## src/rtl/me_pkg.sv

```systemverilog
// =============================================================================
// Module  : me_pkg
// Brief   : Shared memory-op encodings, FSM states and op predicates for me_stage.
// Revision: 1.0 - initial release
// =============================================================================
`default_nettype none

package me_pkg;

    localparam logic [3:0] OP_NONE = 4'd0;
    localparam logic [3:0] OP_LB   = 4'd1;
    localparam logic [3:0] OP_LH   = 4'd2;
    localparam logic [3:0] OP_LW   = 4'd3;
    localparam logic [3:0] OP_LBU  = 4'd4;
    localparam logic [3:0] OP_LHU  = 4'd5;
    localparam logic [3:0] OP_SB   = 4'd6;
    localparam logic [3:0] OP_SH   = 4'd7;
    localparam logic [3:0] OP_SW   = 4'd8;

    localparam logic [1:0] ST_IDLE = 2'd0;
    localparam logic [1:0] ST_REQ  = 2'd1;
    localparam logic [1:0] ST_RESP = 2'd2;

    localparam logic [1:0] SZ_BYTE = 2'd0;
    localparam logic [1:0] SZ_HALF = 2'd1;
    localparam logic [1:0] SZ_WORD = 2'd2;

    function automatic logic is_load(input logic [3:0] op);
        return (op == OP_LB) || (op == OP_LH) || (op == OP_LW) ||
               (op == OP_LBU) || (op == OP_LHU);
    endfunction

    function automatic logic is_store(input logic [3:0] op);
        return (op == OP_SB) || (op == OP_SH) || (op == OP_SW);
    endfunction

    function automatic logic [1:0] acc_size(input logic [3:0] op);
        logic [1:0] sz;
        case (op)
            OP_LB, OP_LBU, OP_SB: sz = SZ_BYTE;
            OP_LH, OP_LHU, OP_SH: sz = SZ_HALF;
            default:              sz = SZ_WORD;
        endcase
        return sz;
    endfunction

endpackage

`default_nettype wire

```

## src/rtl/me_load_align.sv

```systemverilog
// =============================================================================
// Module  : me_load_align
// Brief   : Selects the loaded byte/half lane and sign- or zero-extends it.
// Revision: 1.0 - initial release
// =============================================================================
`default_nettype none

module me_load_align
    import me_pkg::*;
(
    input  logic [3:0]  i_op,
    input  logic [1:0]  i_off,
    input  logic [31:0] i_rdata,
    output logic [31:0] o_data
);

    logic [7:0]  w_byte;
    logic [15:0] w_half;
    logic        w_sext;

    // Halves use only offset bit 1 and words ignore the offset entirely.
    always_comb begin
        w_byte = i_rdata[8*i_off +: 8];
        w_half = i_rdata[16*i_off[1] +: 16];
        w_sext = (i_op == OP_LB) || (i_op == OP_LH);
        case (acc_size(i_op))
            SZ_BYTE: o_data = {{24{w_sext & w_byte[7]}}, w_byte};
            SZ_HALF: o_data = {{16{w_sext & w_half[15]}}, w_half};
            default: o_data = i_rdata;
        endcase
    end

endmodule

`default_nettype wire

```

## src/rtl/me_stage.sv

```systemverilog
// =============================================================================
// Module  : me_stage
// Brief   : Memory-access stage: loads/stores over req/ready + rvalid bus, WB reg.
//           Define ME_MISALIGN_CHECK_EN to trap misaligned half/word accesses.
// Revision: 1.0 - initial release
// =============================================================================
`default_nettype none

module me_stage
    import me_pkg::*;
#(
    parameter int AW = 32,
    parameter int DW = 32
) (
    input  logic          clk,
    input  logic          rst_n,
    input  logic          in_valid_i,
    input  logic          rd_we_i,
    input  logic [4:0]    rd_addr_i,
    input  logic [DW-1:0] rd_data_i,
    input  logic [3:0]    mem_op_i,
    input  logic [DW-1:0] st_data_i,
    output logic          stall_o,
    output logic          dmem_req_o,
    output logic          dmem_we_o,
    output logic [AW-1:0] dmem_addr_o,
    output logic [DW-1:0] dmem_wdata_o,
    output logic [3:0]    dmem_be_o,
    input  logic          dmem_ready_i,
    input  logic          dmem_rvalid_i,
    input  logic [DW-1:0] dmem_rdata_i,
    output logic          wb_valid_o,
    output logic          wb_rd_we_o,
    output logic [4:0]    wb_rd_addr_o,
    output logic [DW-1:0] wb_rd_data_o,
    output logic          misalign_o
);

    logic [1:0]    r_state;
    logic [1:0]    w_state_nxt;

    logic [3:0]    r_op;
    logic [1:0]    r_off;
    logic [4:0]    r_rd_addr;
    logic          r_rd_we;

    logic          r_dmem_req;
    logic          r_dmem_we;
    logic [AW-1:0] r_dmem_addr;
    logic [DW-1:0] r_dmem_wdata;
    logic [3:0]    r_dmem_be;

    logic          r_wb_valid;
    logic          r_wb_rd_we;
    logic [4:0]    r_wb_rd_addr;
    logic [DW-1:0] r_wb_rd_data;
    logic          r_misalign;

    logic          w_is_mem;
    logic          w_misalign;
    logic          w_accept;
    logic [1:0]    w_off;
    logic [3:0]    w_be;
    logic [DW-1:0] w_wdata;
    logic [DW-1:0] w_load_data;

    // State register
    always_ff @(posedge clk or negedge rst_n) begin
        if (!rst_n) begin
            r_state <= ST_IDLE;
        end else begin
            r_state <= w_state_nxt;
        end
    end

    // Next-state logic
    always_comb begin
        w_state_nxt = r_state;
        case (r_state)
            ST_IDLE: if (w_accept)      w_state_nxt = ST_REQ;
            ST_REQ:  if (dmem_ready_i)  w_state_nxt = is_store(r_op) ? ST_IDLE : ST_RESP;
            ST_RESP: if (dmem_rvalid_i) w_state_nxt = ST_IDLE;
            default:                    w_state_nxt = ST_IDLE;
        endcase
    end

    // Output / decode logic
    always_comb begin
        w_is_mem = is_load(mem_op_i) || is_store(mem_op_i);
        w_off    = rd_data_i[1:0];
`ifdef ME_MISALIGN_CHECK_EN
        w_misalign = in_valid_i && w_is_mem &&
                     (((acc_size(mem_op_i) == SZ_HALF) && w_off[0]) ||
                      ((acc_size(mem_op_i) == SZ_WORD) && (w_off != 2'b00)));
`else
        w_misalign = 1'b0;
`endif
        w_accept = (r_state == ST_IDLE) && in_valid_i && w_is_mem && !w_misalign;
        stall_o  = (r_state != ST_IDLE) || (in_valid_i && w_is_mem);
        case (acc_size(mem_op_i))
            SZ_BYTE: begin
                w_be    = 4'b0001 << w_off;
                w_wdata = {4{st_data_i[7:0]}};
            end
            SZ_HALF: begin
                w_be    = 4'b0011 << {w_off[1], 1'b0};
                w_wdata = {2{st_data_i[15:0]}};
            end
            default: begin
                w_be    = 4'b1111;
                w_wdata = st_data_i;
            end
        endcase
    end

    me_load_align u_load_align (
        .i_op    (r_op),
        .i_off   (r_off),
        .i_rdata (dmem_rdata_i),
        .o_data  (w_load_data)
    );

    // Datapath and registered outputs
    always_ff @(posedge clk or negedge rst_n) begin
        if (!rst_n) begin
            r_op         <= OP_NONE;
            r_off        <= 2'b00;
            r_rd_addr    <= 5'd0;
            r_rd_we      <= 1'b0;
            r_dmem_req   <= 1'b0;
            r_dmem_we    <= 1'b0;
            r_dmem_addr  <= '0;
            r_dmem_wdata <= '0;
            r_dmem_be    <= 4'b0000;
            r_wb_valid   <= 1'b0;
            r_wb_rd_we   <= 1'b0;
            r_wb_rd_addr <= 5'd0;
            r_wb_rd_data <= '0;
            r_misalign   <= 1'b0;
        end else begin
            r_wb_valid <= 1'b0;
            r_misalign <= 1'b0;
            case (r_state)
                ST_IDLE: begin
                    if (in_valid_i && !w_is_mem) begin
                        r_wb_valid   <= 1'b1;
                        r_wb_rd_we   <= rd_we_i && (rd_addr_i != 5'd0);
                        r_wb_rd_addr <= rd_addr_i;
                        r_wb_rd_data <= rd_data_i;
                    end else if (w_misalign) begin
                        r_wb_valid   <= 1'b1;
                        r_wb_rd_we   <= 1'b0;
                        r_wb_rd_addr <= rd_addr_i;
                        r_wb_rd_data <= '0;
                        r_misalign   <= 1'b1;
                    end else if (w_accept) begin
                        r_op         <= mem_op_i;
                        r_off        <= w_off;
                        r_rd_addr    <= rd_addr_i;
                        r_rd_we      <= rd_we_i && (rd_addr_i != 5'd0);
                        r_dmem_req   <= 1'b1;
                        r_dmem_we    <= is_store(mem_op_i);
                        r_dmem_addr  <= {rd_data_i[AW-1:2], 2'b00};
                        r_dmem_be    <= w_be;
                        r_dmem_wdata <= w_wdata;
                    end
                end
                ST_REQ: begin
                    if (dmem_ready_i) begin
                        r_dmem_req <= 1'b0;
                        if (is_store(r_op)) begin
                            r_wb_valid   <= 1'b1;
                            r_wb_rd_we   <= 1'b0;
                            r_wb_rd_addr <= r_rd_addr;
                            r_wb_rd_data <= '0;
                        end
                    end
                end
                ST_RESP: begin
                    if (dmem_rvalid_i) begin
                        r_wb_valid   <= 1'b1;
                        r_wb_rd_we   <= r_rd_we;
                        r_wb_rd_addr <= r_rd_addr;
                        r_wb_rd_data <= w_load_data;
                    end
                end
                default: ;
            endcase
        end
    end

    assign dmem_req_o   = r_dmem_req;
    assign dmem_we_o    = r_dmem_we;
    assign dmem_addr_o  = r_dmem_addr;
    assign dmem_wdata_o = r_dmem_wdata;
    assign dmem_be_o    = r_dmem_be;
    assign wb_valid_o   = r_wb_valid;
    assign wb_rd_we_o   = r_wb_rd_we;
    assign wb_rd_addr_o = r_wb_rd_addr;
    assign wb_rd_data_o = r_wb_rd_data;
    assign misalign_o   = r_misalign;

endmodule

`default_nettype wire

```

## config.mk

```make
export PLATFORM = sky130hd
export DESIGN_NAME = me_stage
export DESIGN_NICKNAME = d
export VERILOG_FILES = /design/src/rtl/me_pkg.sv /design/src/rtl/me_load_align.sv /design/src/rtl/me_stage.sv
export SDC_FILE = /design/constraint.sdc
export NUM_CORES = 1
export LEC_CHECK = 0
export ABC_AREA = 1
export CORE_MARGIN = 1
export CORE_UTILIZATION = 50
export DETAILED_ROUTE_END_ITERATION = 8
export GPL_TIMING_DRIVEN = 0
export PLACE_DENSITY = 0.85
export SETUP_SLACK_MARGIN = 0.2
export SLEW_MARGIN = 20
export SYNTH_ARGS = -nofsm -noshare
export SYNTH_HDL_FRONTEND = slang
export SYNTH_SLANG_ARGS = --single-unit
```

## constraint.sdc

```tcl
create_clock -name clk -period 4 [get_ports clk]
set_input_delay 1.2 -clock clk [delete_from_list [all_inputs] [get_ports clk]]
set_output_delay 1.2 -clock clk [all_outputs]
set_load 0.05 [all_outputs]
```

---- After elaboration in Yosys (flattened, before gate mapping) ----
Cells that the tools add are included.
W data, S select, Z words.
word-level totals
  latch bits .............................. 0
  memory bits (read-only) ................. 0
  register bits ........................... 121
  RAM bits ................................ 0
  memories ................................ 0
  output and inout bits ................... 111
  word-level logic and storage cells ...... 112
operators by class
  reductions and logical operators ........ 32
  multiplexer cells ....................... 34
  divide/modulo/power cells ............... 0
  magnitude comparators ................... 0
  shifts and indexed selects .............. 4
  $add $sub $neg .......................... 0
  equal/unequal tests ..................... 25
  multiply operators ...................... 0
  bitwise operators ....................... 3
operators with widths
  kind                  count
  $mux W32              4
  $pmux W32 S2          2
  $pmux W32 S3          1
  $eq A4 B3 Y1 const B  8
  $shiftx A32 B6 Y16    1
  $shiftx A32 B6 Y8     1
  $mux W5               4
  $pmux W5 S3           1
  $eq A4 B2 Y1 const B  3
  $reduce_or A3 Y1      4
  $logic_or A1 B1 Y1    11
  $mux W1               11
  $ne A2 B2 Y1 const B  5
  $eq A4 B1 Y1 const B  2
  $eq A4 B4 Y1 const B  2
  $mux W2               4
  $pmux W2 S2           2
  $pmux W4 S2           1
  $eq A2 B1 Y1 const B  3
  $logic_not A2 Y1      3
  $pmux W1 S3           2
  $pmux W2 S3           1
  $reduce_and A3 Y1     2
  $logic_and A1 B1 Y1   5
  13 further kinds      15

---- Logic depth before layout (Yosys ltp) ----
  word-level depth ........................ 10
  gate-level depth with buffers ........... 13
  gate-level depth less buffers ........... 11

---- By module ----
From an unflattened synthesis, not the netlist that was laid out.
second synthesis, totals
  cells, all modules ...................... 932
  area total of the unflattened synthesis .. 6,762.7 um^2
modules (own cells, without submodules)
  module         cells an instance  area an instance (um^2)  instances
  me_stage       706                5,626.6                  1
  me_load_align  226                1,136.1                  1

---- Least setup slack after synthesis ----
OpenSTA, ideal clock, no wires.
  path type ............................... input port to output port
  start ................................... in mem_op_i[0]
  end ..................................... out stall_o
  arrival ................................. 2.283 ns
  data required time ...................... 2.800 ns
  slack ................................... 0.517 ns
  stages on the path ...................... 7
  cell sequence ........................... nor2_1 -> nand2_1 -> nand2_1 -> nand3_2 -> buf_4 -> buf_2 -> nand2_1
between the ends
  longest elaborated chain between the ends .. 8
  elaborated cells between the ends (all ways) .. 17
  classes of those cells .................. eq/ne (8); reduce/logical (9)
RTL lines
  element                                       RTL line        RTL
  start: declaration                            me_stage.sv:21  input logic [3:0] mem_op_i,
  $eq A4 B1 Y1 or $eq A4 B2 Y1 (tied branches)  me_pkg.sv:29    return (op == OP_LB) || (op == OP_LH) || (op == OP_LW) ||
  $logic_or A1 B1 Y1 (3 in a row)               me_pkg.sv:29
  $logic_or A1 B1 Y1                            me_pkg.sv:30    (op == OP_LBU) || (op == OP_LHU);
  $logic_or A1 B1 Y1 (*)                        me_stage.sv:89  w_is_mem = is_load(mem_op_i) || is_store(mem_op_i);
  $logic_and A1 B1 Y1 (*)                       me_stage.sv:99  stall_o = (r_state != ST_IDLE) || (in_valid_i && w_is_mem);
  $logic_or A1 B1 Y1 (*)                        me_stage.sv:99
  end: declaration                              me_stage.sv:23  output logic stall_o,
Every way passes the cells marked *; elsewhere a longest branch is shown, timed or not.

---- Final worst setup path ----
  start ................................... in mem_op_i[3]
  end ..................................... out stall_o
Same word-level chain as after synthesis.

==> flow_summary.json <==
{
  "drt-initial-drc-count": 389,
  "finalHoldViolCount": 0,
  "synth_top_area_share_pct": 43.94,
  "cts_buffers": 17,
  "synthTopCellsByArea": "dfrtp_1 (44%), nand2_1 (17%), a21oi_2 (6.7%), nor2_1 (6.4%), o21ai_0 (5.2%)",
  "placementRows": 42,
  "syn_avg_cell_area_um2": 7.434,
  "core_area_um2": 13350,
  "worstSetupStartpointType": "input pin",
  "cp_max_fo": 10,
  "power_density_nw_per_um2": 1004,
  "power.total_w": 0.01001,
  "reg2reg_to": "wb_rd_data_o[1]",
  "finalMaxSlewViolations": 0,
  "finalCriticalPeriod_ps": 3744,
  "start_util_pct": 51.63,
  "grt_first_pass_wirelength_mm": 33.82,
  "ys.flop_type": "dfrtp_1",
  "synthArstFlopShare_pct": 100.0,
  "fmax_ghz": 0.2671,
  "grt_setup_unrepaired": "false",
  "n_fill_cell": 995,
  "avgViaCountPerCell": 5.172,
  "yosys_warnings": 0,
  "cap_viol_max_count": 0,
  "endpoint_kind": "output pin",
  "gp_congestion": 0.9102,
  "cts.sinks": 121,
  "dr.pass1.iters": 5,
  "nets": 1284,
  "ant_nets": 0,
  "syn_to_final_growth_pct": 44.66,
  "min_path_cells": 2,
  "cts_buffer_depth": 2,
  "cts_tree": "built",
  "regToRegStartpoint": "r_state[0]",
  "grt_max_degree": 71,
  "holdPathEnd": "dmem_wdata_o[4]",
  "grt_use_total_pct": 30.77,
  "ir_drop_uv": 610.0,
  "cp.required_ps": 2800,
  "synth.yosys.seq_area_share_pct": 43.94,
  "portBuffers": 218,
  "syn-instance-count": 927,
  "ys_ff_latch": 121,
  "leakage_nw": 4.730,
  "htreeDepth": 4,
  "grt-ovfl-total": 0,
  "dp_hpwl_mm": 15.95,
  "vias": 7013,
  "synth_edf_count": 0,
  "setup_viol": 0,
  "clkTransAtPathRegs_ps": 50,
  "wirelength_mm": 21.24,
  "syn_area_um2": 6892,
  "worstHoldPathType": "flip-flop to flip-flop",
  "die_w_um": 119.4,
  "criticalPathCategory": "input pin to output pin",
  "synth_cell_type_count": 37,
  "drt_drc_violations_left": 0,
  "run_status": "finished clean",
  "grt_pass1_vias": 6776,
  "dieArea_um2": 14260,
  "holdWs_ps": 475.9,
  "clockRootBuffer": "clkbuf_16",
  "hp-start": "dmem_wdata_o[4]",
  "period_share_pct": 93.61,
  "worstSkewPairLatency_ps": 420,
  "grt_antenna_before_repair": 0,
  "final_layout_size_suffix_gt1_share_pct": 13.22,
  "yosysTopAreaCell": "dfrtp_1",
  "reg2regPathDepth": 8,
  "detail_route.wl_per_cell_um": 15.67,
  "arrival_ps": 2540,
  "worst_pin_slew_ps": 667.6,
  "cts_hold_buf": 0,
  "max-slew-margin-rel_pct": 55.50,
  "fin_worst_skew_ps": 9.414,
  "die_h_um": 119.4,
  "n_antenna_cell": 0,
  "rrSetupSlack_ps": 1890,
  "ios": 222
}
cell families (layout without fill, tap and decap cells):
| group | after synthesis | in the layout | synth area share, % |
|---|---|---|---|
| AND/OR/NAND/NOR | 495 | 495 | 29.70 |
| AO/OA/AOI/OAI | 162 | 162 | 15.38 |
| buffers and inverters | 144 | 395 | 10.20 |
| flip-flops | 121 | 121 | 43.94 |
| adder cells (fa/ha/maj) | 4 | 4 | 0.7262 |
| other | 1 | 3 | 0.05441 |
critical path: stages:
cell and delay [ps]:
clkdlybuf4s50_1 540, inv_2 70, nand3_2 100, nand3_4 90, buf_8 160, buf_8 140
nand2_1 70, buf_6 160
cell type report:
type / instances / area, um^2 / share of cell area, %
Sequential cell: 121 / 3028 / 30.37
Clock inverter: 8 / 120.1 / 1.205
Buffer: 51 / 369.1 / 3.702
Clock buffer: 22 / 474.2 / 4.757
Multi-Input combinational cell: 664 / 3183 / 31.93
Inverter: 93 / 351.6 / 3.527
Timing Repair Buffer: 221 / 2223 / 22.30
Tap cell: 176 / 220.2 / 2.209
how the worst max path moves through the flow:
stage,start,endpoint,slack [ps],cells after the start
2_1_floorplan,mem_op_i[0],stall_o,520,7
3_3_place_gp,rst_n,dmem_wdata_o[30],-3020,1
3_5_place_dp,mem_op_i[0],stall_o,-730,9
4_1_cts,mem_op_i[3],stall_o,200,8
5_1_grt,mem_op_i[3],stall_o,220,8
6_report,mem_op_i[3],stall_o,260,8
cell usage in the layout, fill, tap and decap left out, types with 9 or more instances in the layout:
cell,Yosys,final
o21ai_0,71,71
inv_1,83,82
o21a_1,9,9
inv_2,9,10
clkdlybuf4s50_1,0,213
nand3_1,49,48
clkbuf_16,0,17
nor2_1,117,116
a21oi_1,13,13
clkbuf_1,11,13
nand2_1,305,305
buf_2,19,18
dfrtp_1,121,121
a21oi_2,53,53
buf_6,12,14
cell usage after synthesis (11+ instances only):
cell type	number
nand2_1	305
dfrtp_1	121
nor2_1	117
inv_1	83
o21ai_0	71
a21oi_2	53
nand3_1	49
buf_2	19
a21oi_1	13
buf_6	12
clkbuf_1	11
per-stage QoR:
stage / setup slack [ps] / instances / utilization [%] / TNS [ps] / instance area [um^2]
finish: 255.5 / 1356 / 74.69 / 0 / 9970
global route: 219.1 / 1356 / 74.69 / 0 / 9970
CTS: 202.4 / 1355 / 74.61 / 0 / 9958
detailed placement: -730.7 / 1324 / 69.90 / -730.7 / 9330
global placement: -3018 / 1323 / 69.69 / -364510 / 9301
floorplan: 516.5 / 929 / - / 0 / 6899
routing by layer:
metal | global-route usage [%] | vias up | part of all wire [%] | wire length [um]
met4 | 12.66 | 0 | 2.7 | 563
li1 | - | 3398 | - | -
met2 | 51.85 | 301 | 48 | 10250
met5 | 0 | - | 0 | 0
met3 | 7.807 | 47 | 8.1 | 1728
met1 | 37.48 | 3267 | 41 | 8700
power breakdown:
| part | switching [W] | internal (W) | total (W) | leakage [nW] |
|---|---|---|---|---|
| clock network | 0.000536 | 0.00102 | 0.00155 | 0.288 |
| registers | 0.000372 | 0.00185 | 0.00223 | 1.45 |
| logic | 0.00413 | 0.00210 | 0.00623 | 3.00 |
flip-flops by register name, indices dropped and copies added (netlist names), 2 cells and up:
name,count
dmem_wdata_o,32
wb_rd_data_o,32
dmem_addr_o,30
r_rd_addr,5
wb_rd_addr_o,5
dmem_be_o,4
r_op,4
r_off,2
r_state,2
what timing repair did:
| action | in CTS | in global routing |
|---|---|---|
| gates resized for setup | 18 | 1 |
| setup buffers | 1 | 1 |
| pin swaps | 1 | 0 |
| endpoints found under the hold margin | 0 | 0 |
| setup endpoints to repair | 1 | 1 |
Note: power is estimated with default switching activity, not from simulation.
